$ cat config.mk
export PLATFORM = sky130hd
export DESIGN_NAME = mlp_input_sequencer_flat
export DESIGN_NICKNAME = d
export VERILOG_FILES = /design/src/rtl/mlp_input_sequencer_if.sv /design/src/rtl/mlp_input_sequencer.sv /design/src/flat_wrapper.sv
export SDC_FILE = /design/constraint.sdc
export NUM_CORES = 1
export LEC_CHECK = 0
export BUFFER_PORTS_ARGS = -buffer_cell sky130_fd_sc_hd__clkbuf_2
export CORE_UTILIZATION = 25
export DETAILED_ROUTE_END_ITERATION = 8
export GPL_ROUTABILITY_DRIVEN = 0
export GPL_TIMING_DRIVEN = 0
export HOLD_SLACK_MARGIN = 0.06
export PLACE_DENSITY = 0.52
export REMOVE_ABC_BUFFERS = 1
export SYNTH_ARGS = -nofsm -noshare
export SYNTH_HDL_FRONTEND = slang
export SYNTH_SLANG_ARGS = --single-unit
$ cat constraint.sdc
create_clock -name clk -period 2 [get_ports clk]
set_input_delay 0.4 -clock clk [delete_from_list [all_inputs] [get_ports clk]]
set_output_delay 0.4 -clock clk [all_outputs]
set_load 0.05 [all_outputs]
$ cat src/rtl/mlp_input_sequencer_if.sv
// mlp_input_sequencer_if: control/handshake bundle between the layer sequencer and the MAC side
interface mlp_input_sequencer_if #(
  parameter int SEL_W = 3,
  parameter int CNT_W = 4
) ();
  logic             start;
  logic             abort;
  logic             ready_in;
  logic [SEL_W-1:0] sel;
  logic             valid_out;
  logic             first;
  logic             last;
  logic [CNT_W-1:0] neuron_idx;
  logic             busy;
  logic             done;
  modport master (
    input  start, abort, ready_in,
    output sel, valid_out, first, last, neuron_idx, busy, done
  );
  modport slave (
    output start, abort, ready_in,
    input  sel, valid_out, first, last, neuron_idx, busy, done
  );
endinterface

$ cat src/rtl/mlp_input_sequencer.sv
// mlp_input_sequencer: steps the shared input-mux select through every input of every neuron in a layer
module mlp_input_sequencer #(
  parameter int N_IN      = 6,
  parameter int N_NEURONS = 10,
  parameter int SEL_W     = 3,
  parameter int CNT_W     = 4
) (
  input logic                   clk,
  input logic                   rst,
  mlp_input_sequencer_if.master bus
);
  typedef enum logic [1:0] {IDLE, RUN, DONE} state_t;
  localparam logic [SEL_W-1:0] LAST_SEL = SEL_W'(N_IN - 1);
  localparam logic [SEL_W-1:0] PRE_LAST = SEL_W'(N_IN - 2);
  localparam logic [CNT_W-1:0] LAST_IDX = CNT_W'(N_NEURONS - 1);
  state_t           state;
  logic [SEL_W-1:0] sel;
  logic [CNT_W-1:0] idx;
  logic             valid, first, last, busy, done;
  assign bus.sel        = sel;
  assign bus.neuron_idx = idx;
  assign bus.valid_out  = valid;
  assign bus.first      = first;
  assign bus.last       = last;
  assign bus.busy       = busy;
  assign bus.done       = done;
  // Layer FSM; every output is registered so nothing combinational reaches the MAC
  always_ff @(posedge clk or posedge rst) begin
    if (rst) begin
      state <= IDLE;
      sel   <= '0;
      idx   <= '0;
      valid <= 1'b0;
      first <= 1'b0;
      last  <= 1'b0;
      busy  <= 1'b0;
      done  <= 1'b0;
    end else begin
      done <= 1'b0;
      case (state)
        IDLE: if (bus.start && !bus.abort) begin
          state <= RUN;
          sel   <= '0;
          idx   <= '0;
          valid <= 1'b1;
          first <= 1'b1;
          last  <= (N_IN == 1);
          busy  <= 1'b1;
        end
        RUN: if (bus.abort) begin
          state <= IDLE;
          sel   <= '0;
          idx   <= '0;
          valid <= 1'b0;
          first <= 1'b0;
          last  <= 1'b0;
          busy  <= 1'b0;
        end else if (bus.ready_in) begin
          if (sel != LAST_SEL) begin
            sel   <= sel + SEL_W'(1);
            first <= 1'b0;
            last  <= (sel == PRE_LAST);
          end else if (idx != LAST_IDX) begin
            sel   <= '0;
            idx   <= idx + CNT_W'(1);
            first <= 1'b1;
            last  <= (N_IN == 1);
          end else begin
            state <= DONE;
            valid <= 1'b0;
            first <= 1'b0;
            last  <= 1'b0;
            done  <= 1'b1;
          end
        end
        default: begin
          state <= IDLE;
          sel   <= '0;
          idx   <= '0;
          valid <= 1'b0;
          first <= 1'b0;
          last  <= 1'b0;
          busy  <= 1'b0;
        end
      endcase
    end
  end
endmodule

$ cat src/flat_wrapper.sv
// flat-port wrapper written by rule: the top's interface ports become plain ports
module mlp_input_sequencer_flat 
#(
  parameter int N_IN      = 6,
  parameter int N_NEURONS = 10,
  parameter int SEL_W     = 3,
  parameter int CNT_W     = 4
)
  (clk, rst, bus_start, bus_abort, bus_ready_in, bus_sel, bus_valid_out, bus_first, bus_last, bus_neuron_idx, bus_busy, bus_done);
  mlp_input_sequencer_if #(.SEL_W(SEL_W), .CNT_W(CNT_W)) bus_i ();
  input logic clk;
  input logic rst;
  input wire logic [$bits(bus_i.start)-1:0] bus_start;
  input wire logic [$bits(bus_i.abort)-1:0] bus_abort;
  input wire logic [$bits(bus_i.ready_in)-1:0] bus_ready_in;
  output wire logic [$bits(bus_i.sel)-1:0] bus_sel;
  output wire logic [$bits(bus_i.valid_out)-1:0] bus_valid_out;
  output wire logic [$bits(bus_i.first)-1:0] bus_first;
  output wire logic [$bits(bus_i.last)-1:0] bus_last;
  output wire logic [$bits(bus_i.neuron_idx)-1:0] bus_neuron_idx;
  output wire logic [$bits(bus_i.busy)-1:0] bus_busy;
  output wire logic [$bits(bus_i.done)-1:0] bus_done;
  assign bus_i.start = bus_start;
  assign bus_i.abort = bus_abort;
  assign bus_i.ready_in = bus_ready_in;
  assign bus_sel = bus_i.sel;
  assign bus_valid_out = bus_i.valid_out;
  assign bus_first = bus_i.first;
  assign bus_last = bus_i.last;
  assign bus_neuron_idx = bus_i.neuron_idx;
  assign bus_busy = bus_i.busy;
  assign bus_done = bus_i.done;
  mlp_input_sequencer #(.N_IN(N_IN), .N_NEURONS(N_NEURONS), .SEL_W(SEL_W), .CNT_W(CNT_W)) u_core (.clk(clk), .rst(rst), .bus(bus_i));
endmodule
Word-level counts from Yosys, hierarchy flattened
Cells that the tools add are included.
W data, S select, Z words.
{ "word_totals": {"reg_bits": 14, "inputBits": 5, "elab_cells": 70} }
{ "op_classes": {"addsub": 2, "n_eq_ne": 11, "n_mux": 41, "reduce_logical": 8} }
{ "ops": {"columns": ["cell", "count"], "rows": [
  ["$mux W4", 5],
  ["$mux W1", 19],
  ["$mux W3", 5],
  ["$ne A3 B3 Y1 const B", 4],
  ["$mux W2", 5],
  ["$pmux W1 S2", 4],
  ["$pmux W4 S2", 1],
  ["$reduce_and A4 Y1", 2],
  ["$pmux W3 S2", 1],
  ["$add A4 B1 Y4 const B", 1],
  ["$ne A4 B2 Y1 const B", 1],
  ["$ne A4 B4 Y1 const B", 1],
  ["$pmux W2 S2", 1],
  ["$reduce_and A2 Y1", 2],
  ["$add A3 B1 Y3 const B", 1],
  ["$eq A3 B3 Y1 const B", 1],
  ["$ne A3 B2 Y1 const B", 1],
  ["$reduce_and A3 Y1", 1],
  ["$eq A2 B1 Y1 const B", 1],
  ["$logic_not A2 Y1", 1],
  ["$ne A2 B1 Y1 const B", 1],
  ["$ne A2 B2 Y1 const B", 1],
  ["$logic_and A1 B1 Y1", 1],
  ["$logic_not A1 Y1", 1]
]} }

Depth between registers and ports, before layout
Gate-level depths: netlist (run 1).
{ "depth": {"ltp_word": 6, "ltp_mapped": 5} }

Worst setup path after synthesis (run 1)
Ideal clock, no wire load.
{ "synth_path": {"kind": "register to register", "startpoint": "reg, netlist name u_core.bus.valid_out", "endpoint": "reg u_core.sel[2], in the netlist u_core.bus.sel[2]", "setup_time_ps": 86, "t_arrival_ps": 1723, "required_ps": 1914, "path_slack_ps": 191, "path_stages_with_launch": 5, "path_buffers": 1, "period_less_slack_ps": 1809, "cell_sequence": "dfrtp_1 -> or3b_1 -> buf_2 -> or3_4 -> o221ai_2"} }
{ "synth_rtl": {"columns": ["item", "line", "source"], "rows": [
  ["end signal, assigned", "mlp_input_sequencer.sv:60", "sel <= sel + SEL_W'(1);"],
  ["end, declared", "mlp_input_sequencer.sv:17", "logic [SEL_W-1:0] sel;"]
]} }

Worst setup path after layout (run 1)
{ "layout_path": {"startpoint": "reg u_core.state[1]", "endpoint": "reg u_core.sel[2], in the netlist u_core.bus.sel[2]"} }
{ "layout_between": {"elab_chain_cells": 3} }
{ "layout_lines": {"columns": ["item", "line", "source"], "rows": [
  ["start, declared", "mlp_input_sequencer.sv:16", "state_t state;"],
  ["start signal, assigned", "mlp_input_sequencer.sv:30", "state <= IDLE;"],
  ["start signal, assigned", "mlp_input_sequencer.sv:42", "state <= RUN;"],
  ["start signal, assigned", "mlp_input_sequencer.sv:51", "state <= IDLE;"],
  ["$eq A2 B1 Y1 / $logic_not A2 Y1 (equally long branches)", "mlp_input_sequencer.sv:40", "case (state)"],
  ["$ne A4 B2 Y1 (no line) (tied with other cells)", null, null],
  ["$reduce_and A3 Y1 (no line)", null, null]
]} }
Several ways; a longest one is shown, not always the timed one.
A chain may end at the register's enable or synchronous reset.

==> impl_metrics.py, run 1 <==
metrics = {
    "run_status": {
        "status": "finished, final reports clean",
    },
    "global_route": {
        "grt_pass1_vias": 616,
        "grt-ovfl-total": 0,
        "gr-usage-all-layers_pct": 11.9,
        "antenna_found_initial": 0,
        "grt_pass1_wl_um": 2900,
        "grt_max_degree": 14,
    },
    "floorplanning": {
        "die_area_um2": 3210,
        "placementRows": 19,
        "die_y_um": 56.7,
        "die_x_um": 56.7,
        "ios": 17,
        "core-area_um2": 2810,
        "start_util_pct": 26.6,
    },
    "routing": {
        "routedWlPerCell_um": 13.5,
        "ant_nets": 0,
        "wl_met1_um": 865,
        "wl_met3_um": 96,
        "firstDrtPassIters": 4,
        "drcViolationCount": 0,
        "dr.max_layer_used": "met4",
        "drt-vias-per-instance": 5.25,
        "via_count": 651,
        "drt_first_iter_violations": 15,
        "wl_met2_um": 700,
        "wirelength_um": 1670,
    },
    "synthesis": {
        "synth_area_per_cell_um2": 10.1,
        "ys_seq_area_share_pct": 43.6,
        "synth-async-reset-ratio_pct": 100,
        "syn-cell-area_um2": 747,
        "ys_warn_count": 0,
        "synth_top_area_share_pct": 43.6,
        "synth_top_cell_by_area": "dfrtp_1",
        "synth.distinct_cells": 37,
        "yosys-top-cells-count": "dfrtp_1 (13), inv_1 (8), nand3_1 (4)",
        "netlist_top_cells_area": "dfrtp_1 (44%), inv_1 (4.0%), ha_1 (3.4%)",
        "synth_ff_type": "dfrtp_1",
        "synth_edf_count": 0,
        "synth_cells": 74,
        "synth.most_common_cell": "dfrtp_1",
        "synth-seq-cells": 13,
    },
    "critical_path": {
        "worstSetupPathType": "flop to flop",
        "end_kind": "flop",
        "cp.arrival_ns": 1.83,
        "cp_max_fo": 7,
        "cpPeakStageDelay_ns": 0.51,
        "rrSetupSlack_ns": 0.38,
        "worstPathCellList": "or3b_1, or3_4, o221ai_2",
        "cp_slowest_cell": "or3b_1",
        "crit_required_ns": 2.20,
        "crit_path_start_kind": "flop",
    },
    "timing": {
        "finalHoldViolCount": 0,
        "max_freq_mhz": 616,
        "drv_slew": 0,
        "finalSetupTns_ns": 0,
        "final.setup_skew_ns": 0.00588,
        "fin_crit_ns": 1.62,
        "setup_viol": 0,
        "rsz0062_at_grt": "no",
        "tightest_slew_ns": 0.536,
        "min_period_over_period_pct": 81.1,
        "slew_headroom_pct": 64.1,
    },
    "placed_design": {
        "placed_cell_area_um2": 861,
        "dp_hpwl_um": 1220,
        "port_buffers": 16,
    },
    "finish": {
        "nets": 101,
        "drive_gt1_share_pct": 28.0,
        "areaGrowthSynthToFinish_pct": 18.8,
        "diodes": 0,
        "multi_input_area_um2": 387,
        "final-seq-area_um2": 325,
        "fin_area_um2": 887,
        "fillers": 301,
    },
    "cts": {
        "ctsHoldBuffers": 0,
        "cts.sinks": 13,
        "htreeDepth": 1,
        "cts_tree": "done",
        "clockBufferDepth": 2,
        "cts_setup_buffers": 0,
        "path_clk_slew_ns": 0.09,
        "insertion_delay_ns": 0.28,
        "ctsRootBufferMaster": "clkbuf_4",
        "cts_buffers": 3,
        "cts-resized-gates": 0,
    },
    "flow_run": {
        "cap_violations": 0,
    },
    "power": {
        "pwr-share-clk_pct": 28.0,
        "pwr-share-seq_pct": 49.7,
        "swShare_pct": 34.2,
        "power_uw": 598,
        "p_leak_uw": 0.000394,
        "pwr_density_cell_nw_per_um2": 674,
        "p_int_uw": 393,
        "p_sw_uw": 204,
        "comb_power_share_pct": 22.4,
        "peakVddDrop_mv": 0.289,
    },
    "min_path": {
        "hold_class": "primary input to async pin",
    },
}
## cell families after synthesis
kind of cell / synth area share (%)
compound gates: 18.9
fa+ha+maj: 3.35
buf+inv: 4.69
flops: 43.6
mux: 2.85
simple gates: 26.6
## sequential cells by signal, summed over array words and instances (netlist names)
| register | cells |
|---|---|
| u_core.bus.valid_out | 1 |
| u_core.state | 1 |
| u_core.bus.neuron_idx | 4 |
| u_core.bus.busy | 1 |
| u_core.bus.sel | 3 |
| u_core.bus.last | 1 |
| u_core.bus.first | 1 |
| u_core.bus.done | 1 |
## critical path: cells and delay by family (launching register included)
| family | cells | cell delay [ns] |
|---|---|---|
| DFF | 1 | 0.47 |
| AOI/OAI and AO/OA | 1 | 0.15 |
| and+or+nand+nor | 2 | 0.92 |
## cell type report
type,count,area share (%)
inverters,8,3.39
flip-flops and latches,13,36.7
multi-input cells,52,43.6
well taps,31,4.37
repair buffers,16,9.03
clock buffers,4,2.96
## worst paths after layout
path | end | startpoint | cells after the start
max | u_core.bus.sel[2] | u_core.state[1] | 3
min | u_core.bus.last | rst | 2
max reg2reg | u_core.bus.sel[2] | u_core.state[1] | 3
min reg2reg | u_core.bus.last | u_core.bus.last | 1
max in group asynchronous | u_core.bus.neuron_idx[0] | rst | 2
min in group clk | u_core.bus.valid_out | bus_start | 3
## metal layers
metal	up-vias	global-route usage (%)
met5	-	0
met4	0	2.14
met3	2	4.38
met2	18	18.0
met1	314	16.2
li1	317	-
## power by group through the flow
stage	registers (µW)	logic [µW]	clock network [µW]
after floorplan	352	48.9	0
after global placement	301	134	0
after detailed placement	302	135	0
after CTS	296	136	176
after global routing	299	146	188
final	297	134	167
## cell usage in the layout (no fill, tap or decap), types with 2 or more instances in the layout
master,count
nand2b_1,3
o21ai_0,3
dfrtp_1,13
nor2_1,3
ha_1,2
nand2_1,2
a21oi_1,2
nor3_1,3
clkbuf_2,16
nand3_1,4
o211ai_1,3
clkbuf_4,3
inv_1,8
a31oi_1,3
## through the flow
stage               util (%)  worst slack (ns)  hold WS (ns)  instances
floorplan                  -             0.224         0.277         73
global placement        30.7             0.320         0.443        120
detailed placement      30.7             0.323         0.448        120
CTS                     31.6             0.370         0.138        124
global route            31.6             0.252         0.165        124
finish                  31.6             0.378         0.112        124
(Power assumes the default switching activity.)
==> inputs of run 2 (changes only) <==
ABC_AREA = 1   (was default)
PLACE_DENSITY = 0.53   (was 0.52)
clock period = 1.3 ns   (was 2 ns; I/O delays follow)
==> impl_metrics.py, run 2 <==
metrics = {
    "cts": {
        "cts_tree": "done",
        "clockBufferDepth": 2,
        "cts_buffers": 3,
        "insertion_delay_ns": 0.27,
        "htreeDepth": 1,
        "path_clk_slew_ns": 0.08,
        "ctsRootBufferMaster": "clkbuf_4",
        "cts_setup_buffers": 0,
        "cts.sinks": 13,
    },
    "finish": {
        "drive_gt1_share_pct": 46.6,
        "fillers": 343,
        "fin_area_um2": 1060,
        "diodes": 0,
        "layout_commonest_cell": "nand2_1",
        "multi_input_area_um2": 485,
        "final-seq-area_um2": 334,
        "areaGrowthSynthToFinish_pct": 30.0,
        "largest_reg_flops": 4,
        "layoutNonFillerInstCount": 177,
        "final_cell_mix": "nand2_1 (32), nand2_2 (11), nor2_1 (11), clkbuf_4 (9), clkbuf_2 (9)",
        "nets": 141,
    },
    "synthesis": {
        "ys_seq_area_share_pct": 39.9,
        "synth.most_common_cell": "nand2_1",
        "ys_warn_count": 0,
        "synth_top_cell_by_area": "dfrtp_1",
        "synth_ff_type": "dfrtp_1",
        "synth_cells": 112,
        "syn-cell-area_um2": 815,
        "synth_edf_count": 0,
        "yosys-top-cells-count": "nand2_1 (35), nor2_1 (14), dfrtp_1 (13), nand3_1 (9), nand2_2 (8)",
        "synth-async-reset-ratio_pct": 100,
        "netlist_top_cells_area": "dfrtp_1 (40%), nand2_1 (16%), nor2_1 (6.5%)",
        "synth_area_per_cell_um2": 7.27,
        "synth.distinct_cells": 17,
        "synth_top_area_share_pct": 39.9,
        "synth-seq-cells": 13,
    },
    "floorplanning": {
        "ios": 17,
        "start_util_pct": 26.5,
        "die_y_um": 59.1,
        "die_x_um": 59.1,
        "core-area_um2": 3080,
        "die_area_um2": 3490,
        "placementRows": 20,
    },
    "placed_design": {
        "port_buffers": 16,
        "placed_cell_area_um2": 950,
        "dp_hpwl_um": 1320,
        "placedCellCount": 172,
        "place_ws_ns": 0.00222,
    },
    "global_route": {
        "grt_pass1_vias": 642,
        "grt_pass1_wl_um": 2920,
        "gr-usage-all-layers_pct": 11.4,
        "grt_max_degree": 14,
        "grt-ovfl-total": 0,
        "antenna_found_initial": 0,
    },
    "critical_path": {
        "cpPeakStageDelay_ns": 0.45,
        "path_depth": 9,
        "crit_path_frequent_cell": "nor2_2",
        "worstSetupPathType": "flop to flop",
        "cp_max_fo": 6,
        "cp_slowest_cell": "dfrtp_2",
        "reg2reg_depth": 9,
        "cp.arrival_ns": 1.47,
        "crit_buf_inv": 1,
        "crit_required_ns": 1.47,
        "end_kind": "flop",
        "cp_top_family": "simple AND/OR/NAND/NOR gates",
        "worstPathCellList": "inv_2, ha_4, nand2_2, nor2_2, nand2_2, nor2_2, nor2_2, nand2_1, nand2_1",
        "crit_path_start_kind": "flop",
    },
    "routing": {
        "wirelength_um": 1650,
        "drt_first_iter_violations": 28,
        "drt-vias-per-instance": 4.12,
        "wl_met2_um": 741,
        "firstDrtPassIters": 3,
        "drcViolationCount": 0,
        "wl_met1_um": 833,
        "wl_met3_um": 64,
        "via_count": 729,
        "routedWlPerCell_um": 9.34,
        "ant_nets": 0,
        "dr.max_layer_used": "met4",
    },
    "min_path": {
        "hold_class": "primary input to flop",
        "holdPathStages": 3,
    },
    "timing": {
        "max_freq_mhz": 768,
        "min_period_over_period_pct": 100,
        "final.setup_skew_ns": 0.00269,
        "finalHoldViolCount": 0,
        "tightest_slew_ns": 0.507,
        "fin_crit_ns": 1.30,
        "layout_setup_ws_ns": -0.00245,
        "drv_slew": 0,
        "setup_viol": 1,
        "slew_headroom_pct": 66.1,
        "rsz0062_at_grt": "yes",
    },
    "power": {
        "p_leak_uw": 0.000510,
        "peakVddDrop_mv": 0.723,
        "pwr_density_cell_nw_per_um2": 1580,
        "power_uw": 1670,
    },
    "run_status": {
        "failed_checks": "negative setup slack",
        "status": "finished with violations",
    },
    "flow_run": {
        "cap_violations": 0,
    },
}
run 2: cell count changes after synthesis, sizes merged, moves of 2 or more:
cell and delta:
nand2 +43, nor2 +17, inv +5, nand3 +5, a31oi -3, nand2b -3, nand3b +3, nor3 -3
o211ai -3, nor4b -2, o221ai -2
run 2: cell type report:
class	instances	share of cell area (%)
multi-input combinational	85	45.9
inverter	14	4.96
timing repair buffer	17	9.93
sequential	13	31.6
tap	44	5.20
clock buffer	4	2.48
run 2: stage by stage:
step | utilization (%) | hold WS [ns] | TNS [ns]
floorplan | - | 0.137 | -2.20
global placement | 30.9 | 0.287 | 0
detailed placement | 30.9 | 0.296 | 0
CTS | 32.7 | 0.200 | -0.0558
global route | 34.4 | 0.216 | -0.361
finish | 34.4 | 0.212 | -0.00245
run 2: final timing paths:
check                                         start           endpoint  slack [ns]
setup / recovery           u_core.bus.neuron_idx[1]  u_core.bus.sel[0]      -0.002
hold / removal                         bus_ready_in    u_core.bus.done        0.21
setup reg to reg           u_core.bus.neuron_idx[1]  u_core.bus.sel[0]      -0.002
hold reg to reg                     u_core.bus.busy    u_core.bus.busy        0.50
max in group asynchronous                       rst  u_core.bus.sel[0]        0.40
min in group asynchronous                       rst    u_core.state[1]        0.53
run 2: timing repair:
| action | CTS | global route |
|---|---|---|
| hold buffers | 1 | 0 |
| setup endpoints to repair | 10 | 16 |
| gates resized for setup | 10 | 19 |
| pin swaps | 2 | 7 |
| endpoints found under the hold margin | 13 | 0 |
run 2: cell families after synthesis:
group	synth area share (%)
AO/OA/AOI/OAI	1.84
adder cells (fa/ha/maj)	3.07
buffers and inverters	6.45
flip-flops	39.9
AND/OR/NAND/NOR	48.7
run 2: layer usage:
metal	vias up	GRT usage, %
li1	391	-
met1	324	15.6
met2	12	16.6
met3	2	4.59
met4	0	3.06
met5	-	0
run 2: power by group:
| part | switching, µW | internal [µW] | total, µW |
|---|---|---|---|
| clock network | 126 | 119 | 245 |
| logic | 612 | 228 | 839 |
| registers | 105 | 485 | 590 |
| total | 843 | 831 | 1670 |
run 2: worst min-delay path, stage by stage:
cell      delay [ns]
clkbuf_2        0.10
inv_1           0.05
nor2_1          0.04
==> inputs of run 3 (changes only) <==
CORE_ASPECT_RATIO = 1.1   (was default)
==> impl_metrics.py, run 3 (synthesis results as in run 2) <==
metrics = {
    "timing": {
        "tightest_slew_ns": 0.512,
        "drv_slew": 0,
        "layout_setup_ws_ns": 0.00626,
        "final.setup_skew_ns": 0.000793,
        "setup_viol": 0,
        "min_period_over_period_pct": 99.5,
        "fin_crit_ns": 1.29,
        "finalHoldViolCount": 0,
        "slew_headroom_pct": 65.8,
        "rsz0062_at_grt": "yes",
        "max_freq_mhz": 773,
    },
    "floorplanning": {
        "core-area_um2": 3070,
        "ios": 17,
        "start_util_pct": 26.5,
        "die_x_um": 56.4,
        "die_area_um2": 3490,
        "die_y_um": 61.9,
        "placementRows": 21,
    },
    "flow_run": {
        "cap_violations": 0,
    },
    "routing": {
        "ant_nets": 0,
        "drt_first_iter_violations": 10,
        "wirelength_um": 1770,
        "drt-vias-per-instance": 4.39,
        "routedWlPerCell_um": 10.4,
        "drcViolationCount": 0,
        "via_count": 742,
        "firstDrtPassIters": 4,
    },
    "finish": {
        "drive_gt1_share_pct": 40.0,
        "fillers": 322,
        "nets": 143,
        "diodes": 0,
        "fin_util_pct": 33.3,
        "final_cell_mix": "nand2_1 (35), nor2_1 (13), clkbuf_2 (10), nand3_1 (9), clkbuf_4 (9)",
        "multi_input_area_um2": 450,
        "final-seq-area_um2": 333,
        "largest_reg_flops": 4,
        "layout_commonest_cell": "nand2_1",
        "areaGrowthSynthToFinish_pct": 25.8,
    },
    "global_route": {
        "grt_pass1_vias": 738,
        "grt_pass1_wl_um": 3130,
        "gr-usage-all-layers_pct": 11.4,
        "antenna_found_initial": 0,
        "grt-ovfl-total": 0,
        "grt_max_degree": 14,
    },
    "placed_design": {
        "port_buffers": 16,
        "place_ws_ns": -0.00877,
        "dp_hpwl_um": 1350,
    },
    "power": {
        "p_leak_uw": 0.000521,
        "power_uw": 1680,
        "pwr_density_cell_nw_per_um2": 1640,
        "peakVddDrop_mv": 0.994,
    },
    "cts": {
        "htreeDepth": 1,
        "insertion_delay_ns": 0.27,
        "ctsRootBufferMaster": "clkbuf_4",
        "cts.sinks": 13,
        "cts_tree": "done",
        "clockBufferDepth": 2,
        "path_clk_slew_ns": 0.08,
        "cts_buffers": 3,
    },
    "critical_path": {
        "crit_path_frequent_cell": "nand2_1",
        "cp_top_family": "simple AND/OR/NAND/NOR gates",
        "worstPathCellList": "inv_1, ha_2, nand2_1, nor2_1, nand2_1, nor2_1, nor2_2, nand2_1, nand2_1",
        "cp_max_fo": 5,
        "cpPeakStageDelay_ns": 0.43,
        "crit_buf_inv": 1,
        "cp.arrival_ns": 1.46,
        "crit_path_start_kind": "flop",
        "worstSetupPathType": "flop to flop",
        "cp_slowest_cell": "dfrtp_1",
        "crit_required_ns": 1.46,
        "end_kind": "flop",
    },
    "run_status": {
        "status": "finished, final reports clean",
    },
    "min_path": {
        "hold_class": "primary input to flop",
    },
}
## run 3: cell types whose count changed in the layout (fill, tap and decap cells not counted), sizes merged
cell,change
buf,+1
clkbuf,+1
## run 3: cell type report
| cell class | instances | share of cell area [%] |
|---|---|---|
| inverters | 14 | 5.13 |
| flip-flops and latches | 13 | 32.5 |
| repair buffers | 19 | 11.7 |
| multi-input cells | 85 | 44.0 |
| clock buffers | 4 | 2.56 |
| well taps | 34 | 4.15 |
## run 3: path summary, 6_finish.rpt
path                                               start  slack [ns]                  endpoint  cells after the start
min in group asynchronous                            rst        0.54           u_core.bus.done                      3
worst max-delay path            u_core.bus.neuron_idx[1]       0.006         u_core.bus.sel[2]                      9
max in group asynchronous                            rst        0.39  u_core.bus.neuron_idx[2]                      3
worst min register to register           u_core.bus.last        0.51           u_core.bus.last                      2
worst max register to register  u_core.bus.neuron_idx[1]       0.006         u_core.bus.sel[2]                      9
worst min-delay path                        bus_ready_in        0.22           u_core.bus.done                      3
## run 3: tightest hold or removal path, cell delays in order
cell	delay, ns
clkbuf_2	0.11
inv_1	0.05
nor2_1	0.04
## run 3: power by group
group          switching [µW]  leakage, µW  internal [µW]
registers                96.1     0.000165            485
logic                     616     0.000342            236
clock network             128    0.0000150            119
total                     841     0.000521            840
## run 3: what timing repair did
item / 4_1_cts / 5_1_grt
endpoints found under the setup margin: 12 / 14
gates resized for setup: 9 / 9
hold buffers: 1 / 0
pin swaps: 0 / 2
hold endpoints to repair: 13 / 0
setup buffers: 1 / 1
## run 3: through the flow
step,cells,cell area (µm²),setup TNS [ns],hold WS (ns)
after floorplan,112,815,-2.20,0.137
after global placement,162,937,0,0.296
after detailed placement,162,937,-0.0118,0.308
after CTS,168,1000,-0.00207,0.211
after global routing,169,1020,-0.544,0.227
final,169,1020,0,0.219
## run 3: metal layers
layer | vias up | part of all wire [%] | GRT usage [%]
li1 | 393 | - | -
met1 | 337 | 48 | 14.0
met2 | 10 | 48 | 20.8
met3 | 2 | 3.3 | 2.28
met4 | 0 | 0.57 | 3.14
met5 | - | 0 | 0
